<file path="config.mk">
export PLATFORM = sky130hd
export DESIGN_NAME = bus_slave_timer
export DESIGN_NICKNAME = d
export VERILOG_FILES = /design/src/rtl/bus_slave_timer.sv
export SDC_FILE = /design/constraint.sdc
export NUM_CORES = 1
export LEC_CHECK = 0
export BUFFER_PORTS_ARGS = -buffer_cell sky130_fd_sc_hd__buf_2
export CORE_MARGIN = 2
export CORE_UTILIZATION = 25
export CTS_CLUSTER_DIAMETER = 30
export DETAILED_ROUTE_END_ITERATION = 12
export PLACE_DENSITY = 0.48
export SYNTH_ARGS = -nofsm -noshare
export SYNTH_HDL_FRONTEND = slang
export SYNTH_SLANG_ARGS = --single-unit
</file>
<file path="constraint.sdc">
create_clock -name clk -period 3 [get_ports clk]
set_clock_uncertainty 0.15 [all_clocks]
set_input_delay 0.6 -clock clk [delete_from_list [all_inputs] [get_ports clk]]
set_output_delay 0.6 -clock clk [all_outputs]
set_load 0.005 [all_outputs]
</file>
<file path="src/rtl/bus_slave_timer.sv">
// Bus slave with a 32-bit interval timer and a level interrupt.
// Also the template responder for slow slaves: WAIT_CYCLES wait states before rdy_.
module bus_slave_timer #(
  parameter int WAIT_CYCLES = 0,
  parameter int CNT_W       = 4
) (
  input  logic        clk,
  input  logic        reset,
  input  logic        cs_,
  input  logic        as_,
  input  logic        rw,
  input  logic [1:0]  addr,
  input  logic [31:0] wr_data,
  output logic [31:0] rd_data,
  output logic        rdy_,
  output logic        irq
);

  typedef enum logic [1:0] {
    IDLE,
    WAIT,
    RESP
  } state_t;

  localparam logic [CNT_W-1:0] WLOAD =
    CNT_W'(WAIT_CYCLES > 0 ? WAIT_CYCLES - 1 : 0);

  state_t           state;
  state_t           state_nxt;
  logic [CNT_W-1:0] wcnt;
  logic [CNT_W-1:0] wcnt_nxt;
  logic             rw_q;
  logic [1:0]       addr_q;

  logic [1:0]       ctrl;
  logic             irq_q;
  logic [31:0]      expr;
  logic [31:0]      counter;

  logic             accept;
  logic             wr_en;
  logic             expire;
  logic             rd_rw;
  logic [1:0]       rd_addr;
  logic [31:0]      rd_sel;

  assign accept = (state == IDLE) && !cs_ && !as_;
  assign wr_en  = accept && !rw;
  assign expire = ctrl[0] && (counter == expr);
  assign irq    = irq_q;

  // With no wait states RESP is entered at the accept edge,
  // so the live request selects the read source there.
  assign rd_rw   = (state == IDLE) ? rw   : rw_q;
  assign rd_addr = (state == IDLE) ? addr : addr_q;

  always_comb begin
    rd_sel = '0;
    unique case (rd_addr)
      2'd0: rd_sel = {30'd0, ctrl};
      2'd1: rd_sel = {31'd0, irq_q};
      2'd2: rd_sel = expr;
      2'd3: rd_sel = counter;
    endcase
  end

  always_comb begin
    state_nxt = state;
    wcnt_nxt  = wcnt;
    unique case (state)
      IDLE: begin
        if (accept) begin
          if (WAIT_CYCLES > 0) begin
            state_nxt = WAIT;
            wcnt_nxt  = WLOAD;
          end else begin
            state_nxt = RESP;
          end
        end
      end
      WAIT: begin
        if (wcnt == '0) state_nxt = RESP;
        else            wcnt_nxt  = wcnt - 1'b1;
      end
      RESP:    state_nxt = IDLE;
      default: state_nxt = IDLE;
    endcase
  end

  always_ff @(posedge clk or negedge reset) begin
    if (!reset) begin
      state   <= IDLE;
      wcnt    <= '0;
      rw_q    <= 1'b0;
      addr_q  <= '0;
      rdy_    <= 1'b1;
      rd_data <= '0;
    end else begin
      state <= state_nxt;
      wcnt  <= wcnt_nxt;
      if (accept) begin
        rw_q   <= rw;
        addr_q <= addr;
      end
      rdy_    <= (state_nxt != RESP);
      rd_data <= (state_nxt == RESP && rd_rw) ? rd_sel : '0;
    end
  end

  // Bus writes win over timer updates; expiry wins over a soft clear.
  always_ff @(posedge clk or negedge reset) begin
    if (!reset) begin
      ctrl    <= '0;
      irq_q   <= 1'b0;
      expr    <= '0;
      counter <= '0;
    end else begin
      if (wr_en && addr == 2'd0)    ctrl    <= wr_data[1:0];
      else if (expire && !ctrl[1])  ctrl[0] <= 1'b0;

      if (wr_en && addr == 2'd2)    expr    <= wr_data;

      if (wr_en && addr == 2'd3)    counter <= wr_data;
      else if (expire)              counter <= '0;
      else if (ctrl[0])             counter <= counter + 32'd1;

      if (expire)                   irq_q   <= 1'b1;
      else if (wr_en && addr == 2'd1 && !wr_data[0])
                                    irq_q   <= 1'b0;
    end
  end

endmodule

</file>
==> key figures, run 1 <==
Clock tree
  • CTS sink count: 109
  • CTS HTree Levels: 3
  • Num CTS Buffers: 9
  • Clock Latency Late Sink: roughly 0.36 ns
  • Root buffer cell: clkbuf_16
  • CTS tree: built
  • Post-CTS resize count: 0
  • # Post-CTS Setup Buffers: 0
  • Clk slew on worst S/H paths: 0.07 ns
  • CTS hold repair buffers: 1
  • Worst-case clock buffer depth: 2

Placement
  • Gpl congestion: 0.770
  • IO buf count: between 70 and 80
  • Post-DP HPWL: approximately 11000 µm

Floorplan
  • Die width: between 150 and 200 µm
  • Die ar.: ~23000 µm²
  • Initial Utilization: 0.255
  • I/O Pins: 73
  • # rows: 54
  • Core Footprint: 21800 µm²
  • Die height: about 150 µm

Finish
  • Fillcell total: 2330
  • Diodes inserted: 0
  • Layout cells sized above 1: 0.242
  • Nets: approximately 670
  • Area delta synth->final: 16.9%

Global route
  • GR Util met3: 0.0284
  • First-pass GRT wire length: between 20000 and 25000 µm
  • Initial antenna violation count: 0
  • Vias in the first global route: 4226
  • GRT overflow: 0
  • GRT Util Overall: 0.135
  • Met1 GRT Util: 0.189
  • GRT busiest layer: met2
  • Largest net degree at the start of global routing: about 60
  • Met2 Use GR: 0.211

Setup path
  • Worst reg2reg path depth: 8
  • Crit Path Class: reg -> reg
  • Worst Setup SP: wcnt[0]$_DFFE_PN0P_
  • Worst reg2reg endpoint: rd_data[18]$_DFF_PN0_
  • Reg-to-reg slack, setup: 0.55 ns
  • CP required: roughly 3.1 ns
  • Critical Path Fanout Max: 30
  • Reg-to-Reg Start: wcnt[0]$_DFFE_PN0P_
  • Kind of start point of the critical path: flip-flop
  • Arr. time, crit path: 2.56 ns
  • Critical path endpoint category: flip-flop

Power and ir drop
  • Pwr/cell area: roughly 680 nW/µm²
  • Lkg Pwr: between 2 and 3 nW
  • VDD IR-drop max: ~0.27 mV

Synth
  • Synth Area per Inst: between 9 and 10 µm²
  • Post-synthesis register bit count: 109
  • Fraction of registers with async set/reset: 1.00
  • Sequential element share of the synthesized area: 0.493
  • Top_reg_cell synth: dfrtp_1
  • Synth unique cells: between 50 and 60
  • Synth Warn #: 0
  • Synth Instances: 565
  • Post-Syn Area: between 5000 and 6000 µm²
  • Post-synth EDFFs: 0
  • Synthesized netlist net count: 606

STA
  • Fin crit share: 0.817
  • Max Clk Rate: between 0.4 and 0.5 GHz
  • Relative slew slack: 0.551
  • Max-slew violations: 0
  • Slew @ Worst Pin: 0.672 ns
  • Total negative setup slack: 0 ns
  • Number of setup violations in the final report: 0
  • Crit path time final: around 2.5 ns
  • Hold slack: between 0.3 and 0.4 ns
  • RSZ-0062 raised after global routing: false
  • Final hold vios: 0

Min path
  • Hold EP: wcnt[3]$_DFFE_PN0P_
  • Hold Startpoint: wcnt[3]$_DFFE_PN0P_
  • Hold Crit Class: reg -> reg
  • Hold Crit Depth: 1

Routing
  • DR WL/cell: 16.7 µm
  • Starting DRT DRC Count: about 200
  • Via density: ~4.6
  • Remaining DRCs: 0
  • Routed Antenna Nets: 0
  • Total Wirelength: between 15000 and 20000 µm
  • DRT Pass-1 Iters: 4
  • DR vias: 4204

Outcome
  • Outcome: complete, no violations

Job
  • Maximum Capacitance Violations: 0
[cells in the final DEF (no fill, tap or decap), types with 2 or more instances in the layout]
| cell | count |
|---|---|
| nand2_1 | 110 |
| dfrtp_1 | 108 |
| buf_2 | 71 |
| a21oi_1 | 46 |
| xnor2_1 | 45 |
| nor2_1 | 36 |
| mux2_2 | 35 |
| nand4_1 | 21 |
| nand3_1 | 15 |
| buf_4 | 15 |
| xor2_1 | 12 |
| nor3_1 | 11 |
| o21ai_0 | 10 |
| inv_1 | 9 |
| clkbuf_16 | 9 |
| and3_1 | 6 |
| o31ai_1 | 6 |
| nand2b_1 | 4 |
| and4_1 | 4 |
| a31oi_1 | 4 |
| nor3b_1 | 3 |
| mux2i_1 | 3 |
| and2_1 | 3 |
| nor2b_1 | 3 |
| clkbuf_8 | 3 |
| nor4_4 | 2 |
| and2b_1 | 2 |
| nand3_2 | 2 |
| nor4_1 | 2 |
| o21a_1 | 2 |
| nor3_2 | 2 |
| ha_1 | 2 |
| clkbuf_1 | 2 |
[layout make-up]
type | instances | area [µm²] | share of cell area
multi-input cells | 409 | 2570 | 0.397
repair buffers | 88 | 498 | 0.0769
clock buffers | 14 | 274 | 0.0423
inverters | 9 | 33.8 | 0.00522
clock inverters | 2 | 16.3 | 0.00251
flip-flops and latches | 109 | 2730 | 0.421
well taps | 280 | 350 | 0.0541
[cells in the mapped netlist, drive strengths merged (2+ instances only)]
cell / number / area (µm²)
nand2: 110 / 413
dfrtp: 108 / 2700
a21oi: 47 / 239
xnor2: 45 / 394
nor2: 37 / 146
mux2: 35 / 394
buf: 22 / 145
nand4: 22 / 144
nand3: 17 / 95.1
clkbuf: 16 / 61.3
nor3: 13 / 75.1
xor2: 12 / 105
o21ai: 10 / 50.1
inv: 9 / 33.8
and3: 7 / 48.8
o31ai: 6 / 45.0
and4: 5 / 45.0
a31oi: 4 / 25.0
mux2i: 4 / 40.0
nand2b: 4 / 25.0
nor4: 4 / 55.1
and2: 3 / 18.8
and2b: 3 / 23.8
nor2b: 3 / 18.8
nor3b: 3 / 22.5
ha: 2 / 25.0
o21a: 2 / 15.0
[worst max-delay path, stage by stage, from the launching register on]
cell	delay (ns)
dfrtp_1	0.38
inv_1	0.09
ha_1	0.16
nor3b_1	0.26
a21oi_1	0.10
or2_2	0.31
or3_1	0.37
buf_4	0.26
a21oi_1	0.25
[power by group]
group | total [mW] | switching [mW] | internal [mW] | leakage, nW
Clock | 1.18 | 0.547 | 0.635 | 0.139
Sequential | 2.12 | 0.383 | 1.74 | 1.38
Combinational | 1.09 | 0.556 | 0.535 | 1.27
Total | 4.39 | 1.49 | 2.90 | 2.79
[per-layer routing]
layer / share of wire / vias to the layer above / routed length (µm)
met2: 0.46 / 80 / 7010
met1: 0.49 / 2074 / 7440
li1: - / 2038 / -
met3: 0.039 / 12 / 594
met5: 0 / - / 0
met4: 0.012 / 0 / 184
[metrics by stage]
step                      worst slack, ns  power [mW]  instances   util  cell area [µm²]
after floorplan                     0.856        2.85        565      -             5540
after global placement              0.562        3.24        894  0.284             6170
after detailed placement            0.563        3.24        894  0.284             6170
after CTS                           0.539        4.44        911  0.298             6470
after global routing                0.369        4.68        911  0.298             6470
final                               0.549        4.39        911  0.298             6470
[state kept, by name (all words and copies together), names as in the netlist]
register / flops
counter: 32
expr: 32
rd_data: 32
wcnt: 4
addr_q: 2
ctrl: 2
state: 2
irq: 1
rdy_: 1
rw_q: 1
[worst max path at each step]
stage / to / slack, ns / cells after the start
final: rd_data[18]$_DFF_PN0_ / 0.55 / 8
after detailed placement: expr[22]$_DFFE_PN0P_ / 0.56 / 7
after global placement: counter[21]$_DFFE_PN0P_ / 0.56 / 6
after global routing: rd_data[18]$_DFF_PN0_ / 0.37 / 8
after CTS: rd_data[18]$_DFF_PN0_ / 0.54 / 8
after floorplan: expr[0]$_DFFE_PN0P_ / 0.86 / 6
[cell families (layout without fill, tap and decap cells)]
logic type | after synthesis | after routing | synth area share
AO/OA/AOI/OAI | 75 | 75 | 0.0775
XOR/XNOR | 57 | 57 | 0.0901
adder cells (fa/ha/maj) | 2 | 2 | 0.00452
buffers and inverters | 47 | 113 | 0.0434
flip-flops | 109 | 109 | 0.493
multiplexers | 40 | 40 | 0.0824
AND/OR/NAND/NOR | 235 | 235 | 0.209
No activity file was read; power rests on OpenSTA's default activity.
==> run 2, diff against run 1 <==
==> constraint.sdc (replaced) <==
create_clock -name clk -period 2.35 [get_ports clk]
set_clock_uncertainty 0.15 [all_clocks]
set_input_delay 0.47 -clock clk [delete_from_list [all_inputs] [get_ports clk]]
set_output_delay 0.47 -clock clk [all_outputs]
set_load 0.005 [all_outputs]
==> key figures, run 2 (synthesis results as in run 1) <==
Outcome
  • Outcome: complete, no violations

Setup path
  • Reg-to-Reg Start: wcnt[0]$_DFFE_PN0P_
  • Critical path endpoint category: flip-flop
  • Worst reg2reg endpoint: rd_data[16]$_DFF_PN0_
  • CP required: around 2.5 ns
  • Arr. time, crit path: around 2.3 ns
  • Kind of start point of the critical path: flip-flop
  • Critical Path Fanout Max: 30
  • Reg-to-reg slack, setup: 0.14 ns
  • Worst reg2reg path depth: 8
  • Crit Path Class: reg -> reg

Clock tree
  • Num CTS Buffers: 9
  • Clk slew on worst S/H paths: ~0.07 ns
  • Clock Latency Late Sink: 0.36 ns
  • CTS HTree Levels: 3
  • CTS sink count: 109
  • Worst-case clock buffer depth: 2
  • CTS tree: built
  • Root buffer cell: clkbuf_16

STA
  • Max-slew violations: 0
  • Relative slew slack: 0.511
  • Fin crit share: 0.942
  • Hold slack: ~0.19 ns
  • Slew @ Worst Pin: approximately 0.73 ns
  • Final hold vios: 0
  • Total negative setup slack: 0 ns
  • RSZ-0062 raised after global routing: false
  • Number of setup violations in the final report: 0
  • Crit path time final: 2.21 ns
  • Setup WS post-layout: about 0.14 ns
  • Max Clk Rate: around 0.45 GHz

Floorplan
  • # rows: 54
  • Die width: approximately 150 µm
  • I/O Pins: 73
  • Die ar.: between 20000 and 25000 µm²
  • Initial Utilization: 0.255
  • Die height: ~150 µm
  • Core Footprint: 21800 µm²

Global route
  • GRT overflow: 0
  • Vias in the first global route: around 4400
  • GRT Util Overall: 0.139
  • First-pass GRT wire length: between 20000 and 30000 µm
  • Initial antenna violation count: 0
  • Largest net degree at the start of global routing: 54

Routing
  • Routed Antenna Nets: 0
  • DR WL/cell: ~17 µm
  • Via density: about 4.5
  • Total Wirelength: 15700 µm
  • DR vias: between 4000 and 5000
  • Starting DRT DRC Count: 247
  • DRT Pass-1 Iters: 4
  • Remaining DRCs: 0

Finish
  • Most common cell after layout, fill and taps aside: nand2_1
  • Diodes inserted: 0
  • Area delta synth->final: 22.3%
  • Top flop regs: counter x32, expr x32, rd_data x32
  • Nets: slightly below 700
  • Most frequent cells in the layout: 110 x nand2_1, 108 x dfrtp_1, 71 x buf_2
  • Layout cells sized above 1: 0.273

Power and ir drop
  • Lkg Pwr: 2.95 nW
  • VDD IR-drop max: between 0.3 and 0.4 mV
  • Pwr/cell area: 874 nW/µm²
  • Total Power: ~6 mW

Placement
  • Post-DP HPWL: roughly 11000 µm
  • IO buf count: 72
  • Pre-CTS setup slack: 0.0686 ns
  • Gpl congestion: 0.746

Job
  • Maximum Capacitance Violations: 0

Min path
  • Hold Crit Depth: 3
  • Hold EP: counter[18]$_DFFE_PN0P_
  • Hold Startpoint: wr_data[18]
  • Hold Crit Class: in -> reg
## run 2: changes by cell type in the layout (fill, tap and decap cells not counted), sizes merged
cell and delta:
buf +22, bufinv +2, inv +1, clkbuf -3
## run 2: metal layers
metal	up-vias	routed length [µm]	global-route usage
met5	-	0	0
met4	0	211	0.0326
met3	15	681	0.0369
met2	79	7310	0.220
met1	2057	7460	0.189
li1	2086	-	-
## run 2: how the worst max path moves through the flow
stage               cells past startpoint  slack (ns)               startpoint                 endpoint
floorplan                               8        0.27  counter[21]$_DFFE_PN0P_  counter[19]$_DFFE_PN0P_
global placement                        8        0.12      wcnt[0]$_DFFE_PN0P_    rd_data[19]$_DFF_PN0_
detailed placement                      8        0.07      wcnt[0]$_DFFE_PN0P_    rd_data[16]$_DFF_PN0_
CTS                                     8        0.04      wcnt[0]$_DFFE_PN0P_    rd_data[16]$_DFF_PN0_
global route                            8        0.03      wcnt[0]$_DFFE_PN0P_    rd_data[23]$_DFF_PN0_
finish                                  8        0.14      wcnt[0]$_DFFE_PN0P_    rd_data[16]$_DFF_PN0_
## run 2: final cells by class
cell class / count / area [µm²]
Clock buffer: 11 / 253
Clock inverter: 5 / 81.3
Fill cell: 2323 / 15000
Inverter: 9 / 33.8
Multi-Input combinational cell: 409 / 2580
Sequential cell: 109 / 2730
Tap cell: 280 / 350
Timing Repair Buffer: 110 / 751
## run 2: repair_timing
action                     4_1_cts  5_1_grt
resized for setup                0        1
hold buffers                     1        0
hold endpoints to repair        10        0
setup buffers                    0        0
setup endpoints to repair        0       30
## run 2: where the power goes
part           total, mW  internal, mW  leakage (nW)  switching (mW)
combinational       1.57         0.785          1.40           0.781
clock               1.71         0.996         0.162           0.718
sequential          2.64          2.22          1.38           0.427
## run 2: through the flow
step,instances,instance area (µm²),utilization
after floorplan,565,5540,-
after CTS,933,6770,0.311
after global placement,916,6430,0.295
after detailed placement,916,6430,0.295
after global routing,933,6780,0.311
final,933,6780,0.311
## run 2: critical path, cell delays in order (launching register included)
cell and delay [ns]:
dfrtp_1 0.38, inv_1 0.09, ha_1 0.16, nor3b_2 0.19, a21oi_1 0.08, or2_2 0.31, or3_1 0.42, buf_12 0.20
a21oi_1 0.14
